`config.mk`:
```
export PLATFORM = sky130hd
export DESIGN_NAME = mem_arbiter
export DESIGN_NICKNAME = d
export VERILOG_FILES = /design/src/rtl/mem_arbiter_pkg.sv /design/src/rtl/mem_arbiter.sv
export SDC_FILE = /design/constraint.sdc
export NUM_CORES = 1
export LEC_CHECK = 0
export ABC_CLOCK_PERIOD_IN_PS = 2800
export BUFFER_PORTS_ARGS = -buffer_cell sky130_fd_sc_hd__buf_2
export CORE_ASPECT_RATIO = 1.25
export CORE_MARGIN = 1.5
export CORE_UTILIZATION = 55
export CTS_CLUSTER_SIZE = 28
export DETAILED_ROUTE_END_ITERATION = 10
export PLACE_DENSITY = 0.8
export SYNTH_ARGS = -nofsm -noshare
export SYNTH_HDL_FRONTEND = slang
export SYNTH_SLANG_ARGS = --single-unit
```
`constraint.sdc`:
```
create_clock -name clk -period 2.8 [get_ports clk]
set_input_delay 0.42 -clock clk [delete_from_list [all_inputs] [get_ports clk]]
set_output_delay 0.42 -clock clk [all_outputs]
set_load 0.02 [all_outputs]
```
`src/rtl/mem_arbiter_pkg.sv`:
```
// Shared encodings for the byte-serial memory arbiter: FSM states, access
// lengths and the length-to-byte-count helper.
package mem_arbiter_pkg;

  localparam logic [1:0] S_IDLE = 2'd0;
  localparam logic [1:0] S_RD   = 2'd1;
  localparam logic [1:0] S_WR   = 2'd2;
  localparam logic [1:0] S_DONE = 2'd3;

  localparam logic [1:0] LEN_B = 2'd0;
  localparam logic [1:0] LEN_H = 2'd1;
  localparam logic [1:0] LEN_W = 2'd2;

  // The reserved encoding 3 is served as a full word.
  function automatic logic [2:0] len_to_bytes(input logic [1:0] len);
    case (len)
      LEN_B:   return 3'd1;
      LEN_H:   return 3'd2;
      default: return 3'd4;
    endcase
  endfunction

endpackage

```
`src/rtl/mem_arbiter.sv`:
```
// Arbitrates the single byte-wide RAM port between instruction fetch and the
// MEM stage, serialising 1/2/4-byte accesses and assembling words little-endian.
module mem_arbiter
  import mem_arbiter_pkg::*;
#(
  parameter int ADDR_W = 32
) (
  input  logic              clk,
  input  logic              rst,
  input  logic              if_req,
  input  logic [ADDR_W-1:0] if_addr,
  input  logic              if_flush,
  output logic [31:0]       if_data,
  output logic              if_done,
  input  logic              mem_req,
  input  logic              mem_we,
  input  logic [1:0]        mem_len,
  input  logic [ADDR_W-1:0] mem_addr,
  input  logic [31:0]       mem_wdata,
  output logic [31:0]       mem_rdata,
  output logic              mem_done,
  output logic [ADDR_W-1:0] ram_a,
  output logic [7:0]        ram_dout,
  output logic              ram_wr,
  input  logic [7:0]        ram_din
);

  logic [1:0]        state_q, state_d;
  logic [2:0]        cyc_q, cyc_d;
  logic [2:0]        nb_q, nb_d;
  logic              own_if_q, own_if_d;
  logic              we_q, we_d;
  logic [ADDR_W-1:0] base_q, base_d;
  logic [3:0][7:0]   wdata_q, wdata_d;
  logic [3:0][7:0]   asm_q, asm_d;
  logic [31:0]       if_hold_q, if_hold_d;
  logic [31:0]       mem_hold_q, mem_hold_d;
  logic [ADDR_W-1:0] ram_a_q, ram_a_d;
  logic [7:0]        ram_dout_q, ram_dout_d;
  logic              ram_wr_q, ram_wr_d;

  always_comb begin
    state_d    = state_q;
    cyc_d      = cyc_q;
    nb_d       = nb_q;
    own_if_d   = own_if_q;
    we_d       = we_q;
    base_d     = base_q;
    wdata_d    = wdata_q;
    asm_d      = asm_q;
    if_hold_d  = if_hold_q;
    mem_hold_d = mem_hold_q;
    ram_a_d    = ram_a_q;
    ram_dout_d = ram_dout_q;
    ram_wr_d   = 1'b0;
    case (state_q)
      S_IDLE: begin
        if (mem_req) begin
          own_if_d = 1'b0;
          we_d     = mem_we;
          base_d   = mem_addr;
          nb_d     = len_to_bytes(mem_len);
          wdata_d  = mem_wdata;
          asm_d    = '0;
          cyc_d    = 3'd1;
          ram_a_d  = mem_addr;
          if (mem_we) begin
            state_d    = S_WR;
            ram_dout_d = mem_wdata[7:0];
            ram_wr_d   = 1'b1;
          end else begin
            state_d = S_RD;
          end
        end else if (if_req && !if_flush) begin
          own_if_d = 1'b1;
          we_d     = 1'b0;
          base_d   = if_addr;
          nb_d     = 3'd4;
          asm_d    = '0;
          cyc_d    = 3'd1;
          ram_a_d  = if_addr;
          state_d  = S_RD;
        end
      end
      S_RD: begin
        if (own_if_q && if_flush) begin
          state_d = S_IDLE;
        end else begin
          // RAM data lags the address by one cycle, so byte k lands in cycle k+2.
          if (cyc_q >= 3'd2) asm_d[2'(cyc_q - 3'd2)] = ram_din;
          if (cyc_q < nb_q) ram_a_d = base_q + ADDR_W'(cyc_q);
          if (cyc_q == nb_q + 3'd1) state_d = S_DONE;
          else                      cyc_d   = cyc_q + 3'd1;
        end
      end
      S_WR: begin
        if (cyc_q < nb_q) begin
          ram_a_d    = base_q + ADDR_W'(cyc_q);
          ram_dout_d = wdata_q[cyc_q[1:0]];
          ram_wr_d   = 1'b1;
          cyc_d      = cyc_q + 3'd1;
        end else begin
          state_d = S_DONE;
        end
      end
      default: begin
        state_d = S_IDLE;
        if (own_if_q && !if_flush) if_hold_d  = asm_q;
        if (!own_if_q && !we_q)    mem_hold_d = asm_q;
      end
    endcase
  end

  always_ff @(posedge clk or negedge rst) begin
    if (!rst) begin
      state_q    <= S_IDLE;
      cyc_q      <= '0;
      nb_q       <= '0;
      own_if_q   <= 1'b0;
      we_q       <= 1'b0;
      base_q     <= '0;
      wdata_q    <= '0;
      asm_q      <= '0;
      if_hold_q  <= '0;
      mem_hold_q <= '0;
      ram_a_q    <= '0;
      ram_dout_q <= '0;
      ram_wr_q   <= 1'b0;
    end else begin
      state_q    <= state_d;
      cyc_q      <= cyc_d;
      nb_q       <= nb_d;
      own_if_q   <= own_if_d;
      we_q       <= we_d;
      base_q     <= base_d;
      wdata_q    <= wdata_d;
      asm_q      <= asm_d;
      if_hold_q  <= if_hold_d;
      mem_hold_q <= mem_hold_d;
      ram_a_q    <= ram_a_d;
      ram_dout_q <= ram_dout_d;
      ram_wr_q   <= ram_wr_d;
    end
  end

  // A flush arriving in DONE still kills the fetch pulse.
  assign if_done   = (state_q == S_DONE) && own_if_q && !if_flush;
  assign mem_done  = (state_q == S_DONE) && !own_if_q;
  assign if_data   = if_done ? asm_q : if_hold_q;
  assign mem_rdata = (mem_done && !we_q) ? asm_q : mem_hold_q;
  assign ram_a     = ram_a_q;
  assign ram_dout  = ram_dout_q;
  assign ram_wr    = ram_wr_q;

endmodule

```
======== Yosys cells after proc, flatten, opt, wreduce, memory -nomap -nowiden ========
Index checks and enable logic that the tools add are counted.
storage, ports and cells
  bits in registers ....................... 211
  input port bits ......................... 112
  output and inout bits ................... 107
  logic and storage cells ................. 116
cells by class
  $add $sub $neg .......................... 4
  order comparisons ....................... 5
  equal/unequal tests ..................... 14
  mux-type cells .......................... 45
  bitwise logic cells ..................... 1
  reduce and logical (&&, ||, !) cells .... 28
operator list
  operator                                                    count
  two-way mux 32 bit                                          10
  case mux 32 bit (3 select lines)                            1
  case mux 32 bit (2 select lines)                            1
  two-way mux 8 bit                                           5
  adder 32 x 3 -> 32 bit                                      1
  bitwise mux 32 bit                                          1
  two-way mux 3 bit                                           7
  binary-select mux 8 bit (select 2 bit)                      1
  demux 8 bit (select 2 bit)                                  1
  case mux 8 bit (2 select lines)                             1
  inequality test 2 bit, second input constant                7
  two-way mux 2 bit                                           6
  logical AND 1 bit                                           9
  case mux 3 bit (3 select lines)                             1
  AND reduction 2 bit                                         4
  AND reduction 4 bit                                         2
  two-way mux 1 bit                                           7
  adder 3 x 1 -> 3 bit, second input constant                 2
  less-than comparator 2 x 3 -> 1 bit, second input constant  2
  inequality test 3 bit, second input constant                2
  case mux 2 bit (3 select lines)                             1
  case mux 3 bit (2 select lines)                             1
  AND reduction 3 bit                                         2
  nonzero test 2 bit                                          3
  other kinds (14)                                            19

======== Longest topological paths before layout ========
Gate-level depths: netlist of the first run.
  word-level depth ........................ 9
  mapped depth ............................ 9
  gate-level depth less buffers ........... 7

======== Worst setup path before layout of the first run ========
Ideal clock, no wire load.
  path kind ............................... register -> output
  from .................................... register state_q[0]
  to ...................................... output port mem_rdata[10]
  arrival ................................. 1.635 ns
  required time ........................... 2.380 ns
  setup slack ............................. 0.745 ns
  cell stages (with the launch flop) ...... 5
  path buffers ............................ 1
  cells stage by stage .................... dfrtp_1 -> ha_1 -> nor3b_1 -> buf_2 -> mux2_2
on the way
  cells in the longest elaborated chain, start to end .. 4
ends and longest elaborated chain
  what                    line                text
  from (decl)             mem_arbiter.sv:28   logic [1:0] state_q, state_d;
  from (signal assigned)  mem_arbiter.sv:130  state_q <= state_d;
  equality test 2 bit     mem_arbiter.sv:148  assign mem_done = (state_q == S_DONE) && !own_if_q;
  logical AND 1 bit       mem_arbiter.sv:148
  logical AND 1 bit       mem_arbiter.sv:150  assign mem_rdata = (mem_done && !we_q) ? asm_q : mem_hold_q;
  two-way mux 32 bit      mem_arbiter.sv:150
  to (decl)               mem_arbiter.sv:20   output logic [31:0] mem_rdata,
Every way passes these cells.

======== Worst setup path in the final report of the first run ========
  from .................................... register state_q[0]
  to ...................................... output port mem_rdata[18]
Same word-level chain as after synthesis.

==> out/results.tsv, run 1 <==
metric	value	unit
ff2ff_path_depth	7	
crit_fanout	32	
cp-end-kind	output port	
timing.slew.headroom	0.497	
stdcell_area	0.0128	mm2
setup.worst_path.start_class	flip-flop	
grt_util_all_layers	0.262	
core-area	0.0188	mm2
drtPass1Iterations	5	
final_common_cell	buf_2	
synth_cells	966	
cts_buffer_depth	3	
grt_max_degree	93	
clkLatencyLatePin	490	ps
clk_pin_slew	60	ps
slowest_delay	420	ps
drive_above_1_share	0.366	
rsz0062_at_grt	no	
grt_pass1_wl	41.9	mm
layout_min_cycle_time	2610	ps
die_y	159	um
dominantRegCellSynth	dfrtp_1	
yosys-top-cells-area	dfrtp_1 (50%), mux2_2 (15%), nand2_1 (6.0%), a22o_1 (3.5%), mux2i_1 (3.4%)	
dieArea	0.0202	mm2
powerDensity	1200	mW/mm2
drc	0	
synth_top_area_share	0.496	
area.growth.synth_to_final	20.2	%
grt_overflow	0	
hold_ws	-1.83	ps
ios	219	
fin_nets	1312	
setup_viol_count_final	0	
cp_data_arrival_time	2190	ps
cts_inserted_buffers	21	
finalHoldViolations	1	
ys_types	59	
synthesis.area	0.0107	mm2
wl_per_cell	18.4	um
dp_hpwl	18.5	mm
antenna_found_initial	2	
drt_iter0_markers	425	
cts_tree	built	
hold_buffers	0	
final_cell_mix	buf_2 (217), dfrtp_1 (211), nand2_1 (169)	
slew_viol_final	0	
cap_violations	0	
timing.fmax	383	MHz
regArea	0.00528	mm2
die_w	127	um
power	0.0153	W
dpl_cell_area	0.0121	mm2
synth_async_sr_flop_share	1.00	
fin_tns_setup	0	ps
postRouteAntennaNets	0	
synth_area_leader_cell	dfrtp_1	
viasPerCell	5.75	
io_buffers	218	
crit_path_top_delay_cell	dfrtp_1	
path_cells	ha_1, nor3b_2, buf_12, mux2_2, buf_2	
ir_drop	0.629	mV
avgSynthCellArea	11.0	um2
finClkSkew	16.5	ps
gp_congestion	0.866	
ys_seq_area_frac	0.496	
cts_setup_buffers	0	
p_leak	6.48	nW
drt_wl_total	26.4	mm
min_path_type	input pin to asynchronous set/reset pin	
tightest_slew	755	ps
nFillCells	1465	
num_vias	8226	
cts_root_buf	clkbuf_16	
critPathRequiredTime	2380	ps
initial_core_util	0.565	
run_status	finished, violations left	
violations	hold timing	
post-route-period-util	0.932	
num_rows	56	
setup.worst_path.class	flip-flop to output port	
synth.net_count	1095	
synth_edf_count	0	
multiInputGateArea	0.00510	mm2
htreeDepth	1	
cts_sinks	211	
grt_pass1_vias	8213	
cts_resized	0	
yosysWarningCount	0	
ys_seq_elements	211	
## layer usage
layer	up-vias	wire length, um	track usage
met4	0	580	0.0779
met2	241	13700	0.476
met5	-	0	0
met1	4043	10800	0.327
met3	46	1260	0.0316
li1	3896	-	-
## where the power goes
part,switching [W],internal [W]
clock,0.00115,0.00168
sequential,0.00101,0.00436
combinational,0.00399,0.00313
## cell type report
type	instances	share of cell area
Sequential cell	211	0.412
Clock inverter	6	0.00469
Antenna cell	2	0.000391
Inverter	12	0.00352
Tap cell	232	0.0227
Timing Repair Buffer	249	0.108
Multi-Input combinational cell	688	0.398
Clock buffer	31	0.0502
## worst max-delay path: cells and delay by family (launching register included)
family	cells	cell delay, ps
buffers and inverters	2	410
multiplexers	1	380
flip-flops	1	420
adder cells (fa/ha/maj)	1	220
AND/OR/NAND/NOR	1	250
## synthesized netlist by cell type, drive strengths merged, types with 2 or more instances
| cell | n |
|---|---|
| nor4 | 6 |
| o211ai | 4 |
| a221o | 6 |
| a211o | 2 |
| mux2i | 36 |
| nand2b | 3 |
| buf | 31 |
| mux4 | 8 |
| o21a | 2 |
| a2bb2oi | 11 |
| a22oi | 11 |
| dfrtp | 211 |
| mux2 | 140 |
| a31oi | 2 |
| nor3b | 2 |
| and2 | 10 |
| nand4 | 6 |
| nor2 | 34 |
| nor2b | 2 |
| o2bb2ai | 2 |
| a21oi | 22 |
| and3 | 7 |
| o21ai | 63 |
| and4 | 4 |
| clkbuf | 24 |
| nor3 | 11 |
| a21o | 8 |
| nand2 | 169 |
| a211oi | 3 |
| nand3 | 13 |
| inv | 11 |
| xor2 | 5 |
| a41oi | 2 |
| ha | 16 |
| xnor2 | 22 |
| a22o | 42 |
## path summary, 6_finish.rpt
kind                       slack [ps]        from            end
setup / recovery                  190  state_q[0]  mem_rdata[18]
hold / removal                     -2         rst   if_hold_q[8]
setup reg to reg                  490  state_q[1]       ram_a[9]
hold reg to reg                   480   base_q[2]      base_q[2]
max in group asynchronous        1990         rst     wdata_q[9]
min in group clk                  140  mem_len[1]        nb_q[0]
## cells by family (layout without fill, tap and decap cells)
family,count (synthesis),count (layout),share of synthesized area
adders and majority gates,17,17,0.0207
buffers and inverters,67,298,0.0270
DFF,211,211,0.496
muxes,184,184,0.199
and+or+nand+nor,270,270,0.111
AOI/OAI and AO/OA,189,189,0.123
other,0,2,0
xor gates and xnor gates,28,28,0.0244
## registers in the layout, indices dropped and copies added, names as in the netlist
signal      flops
asm_q          32
base_q         32
if_hold_q      32
mem_hold_q     32
ram_a          32
wdata_q        32
ram_dout        8
cyc_q           3
nb_q            3
state_q         2
own_if_q        1
ram_wr          1
we_q            1
## per-stage QoR
| step | util | hold slack [ps] | instances | worst slack (ps) |
|---|---|---|---|---|
| detailed placement | 0.642 | 469 | 1392 | 487 |
| CTS | 0.679 | 32.3 | 1429 | 159 |
| global placement | 0.642 | 468 | 1392 | 516 |
| global route | 0.680 | 47.9 | 1431 | 82.0 |
| finish | 0.680 | -1.83 | 1431 | 191 |
| floorplan | - | 124 | 966 | 745 |
(Power assumes the default switching activity.)
==> run 2, diff against run 1 <==
==> constraint.sdc (replaced) <==
create_clock -name clk -period 2.8 [get_ports clk]
set_input_delay 0.42 -clock clk [delete_from_list [all_inputs] [get_ports clk]]
set_output_delay 0.42 -clock clk [all_outputs]
set_load 0.01 [all_outputs]
==> run 2 against run 1 <==
  * Worst hold slack got worse by 5.0 ps
  * Clock-buffer cell count up 2
  * Sequential power about the same
  * Total power fell by 3.1%
  * The flow still finishes with violations (hold timing)
  * Final cell count grew 0.21%
  * Largest cell class unchanged
  * Routed wire length rose by 0.78%
  * Sequential share of layout area about the same
  * Global-route usage increased by 0.28 points
  * Cell area is essentially flat
  * Utilization about the same
  * Critical endpoint unchanged
==> out/results.tsv, run 2 (synthesized netlist as in run 1, its figures left out) <==
metric	value	unit
run_status	finished, violations left	
violations	hold timing	
setup.worst_path.class	flip-flop to output port	
drt_iter0_markers	494	
ir_drop	0.675	mV
swShare	0.384	
drive_above_1_share	0.366	
sequentialPowerShare	0.362	
finClkSkew	10.1	ps
io_buffers	218	
num_rows	56	
tightest_slew	791	ps
cp-end-kind	output port	
setup_viol_count_final	0	
multiInputGateArea	0.00510	mm2
drtPass1Iterations	5	
cap_violations	0	
timing.slew.headroom	0.473	
cts_tree	built	
cts_root_buf	clkbuf_16	
layout_min_cycle_time	2640	ps
cts_resized	0	
cts_sinks	211	
cts_buffer_depth	3	
cts_inserted_buffers	22	
cts_setup_buffers	0	
drt_wl_total	26.6	mm
p_leak	6.49	nW
antenna_found_initial	2	
dieArea	0.0202	mm2
die_y	159	um
critPathRequiredTime	2380	ps
postRouteAntennaNets	0	
grt_pass1_wl	42.4	mm
min_path_type	input pin to asynchronous set/reset pin	
initial_core_util	0.565	
powerDensity	1160	mW/mm2
fin_nets	1314	
timing.fmax	379	MHz
grt_overflow	0	
setup.worst_path.start_class	flip-flop	
rsz0062_at_grt	no	
worst-path-buf-inv	2	
grt_pass1_vias	8227	
power.switching	0.00571	W
htreeDepth	1	
path_cells	ha_1, nor3b_2, buf_12, mux2_2, buf_2	
clk_pin_slew	60	ps
regArea	0.00528	mm2
nFillCells	1440	
wl_per_cell	18.5	um
core-area	0.0188	mm2
drc	0	
p_comb_frac	0.447	
post-route-period-util	0.941	
gp_congestion	0.848	
slew_viol_final	0	
viasPerCell	5.80	
grt_util_all_layers	0.264	
crit_fanout	32	
num_vias	8319	
critical-path-top-delay-family	flip-flops	
die_w	127	um
dp_hpwl	18.5	mm
final_common_cell	buf_2	
ios	219	
fin_tns_setup	0	ps
cp_data_arrival_time	2220	ps
pwr-share-clk	0.191	
p_int	0.00914	W
hold_buffers	0	
hold_ws	-6.79	ps
clkLatencyLatePin	500	ps
crit_path_top_delay_cell	dfrtp_1	
area.growth.synth_to_final	20.2	%
grt_max_degree	98	
finalHoldViolations	3	
final_cell_mix	buf_2 (217), dfrtp_1 (211), nand2_1 (169)	
slowest_delay	440	ps
-- run 2: layout make-up --
cell class | instances | share of cell area
inverters | 12 | 0.00352
repair buffers | 250 | 0.108
clock inverters | 6 | 0.00254
clock buffers | 33 | 0.0526
flip-flops and latches | 211 | 0.412
well taps | 232 | 0.0227
multi-input cells | 688 | 0.398
diodes | 2 | 0.000391
-- run 2: path summary, 6_finish.rpt --
path,endpoint,slack [ps],start,depth (start not counted)
setup / recovery,mem_rdata[18],160,state_q[0],5
hold / removal,mem_hold_q[9],-7,rst,1
setup reg to reg,ram_a[24],440,cyc_q[0],8
hold reg to reg,base_q[0],480,base_q[0],2
max in group asynchronous,base_q[1],2050,rst,2
min in group clk,nb_q[0],110,mem_len[1],2
-- run 2: power groups by stage --
stage / sequential [W] / clock [W] / combinational, W
floorplan: 0.00524 / 0 / 0.00459
global placement: 0.00532 / 0 / 0.00642
detailed placement: 0.00539 / 0 / 0.00661
CTS: 0.00536 / 0.00289 / 0.00665
global route: 0.00555 / 0.00302 / 0.00730
finish: 0.00537 / 0.00284 / 0.00664
-- run 2: worst register-to-register path, delay by kind of cell, from the launching register on --
kind	cells	cell delay (ps)
adders and majority gates	2	650
and+or+nand+nor	2	300
DFF	1	400
buffers and inverters	1	170
AOI/OAI and AO/OA	3	740
-- run 2: metrics by stage --
step                      std cells  utilization  setup slack (ps)  cell area [um2]  total power [W]
final                          1434        0.679               164            12800           0.0149
after global routing           1434        0.679              87.4            12800           0.0159
after CTS                      1432        0.679               166            12800           0.0149
after detailed placement       1393        0.642               462            12100           0.0120
after global placement         1393        0.642               518            12100           0.0117
after floorplan                 966            -               763            10700          0.00983
-- run 2: metal layers --
metal,track usage,vias up,part of all wire
met2,0.474,279,0.51
li1,-,3902,-
met3,0.0360,57,0.054
met4,0.0893,0,0.028
met1,0.329,4081,0.41
met5,0,-,0
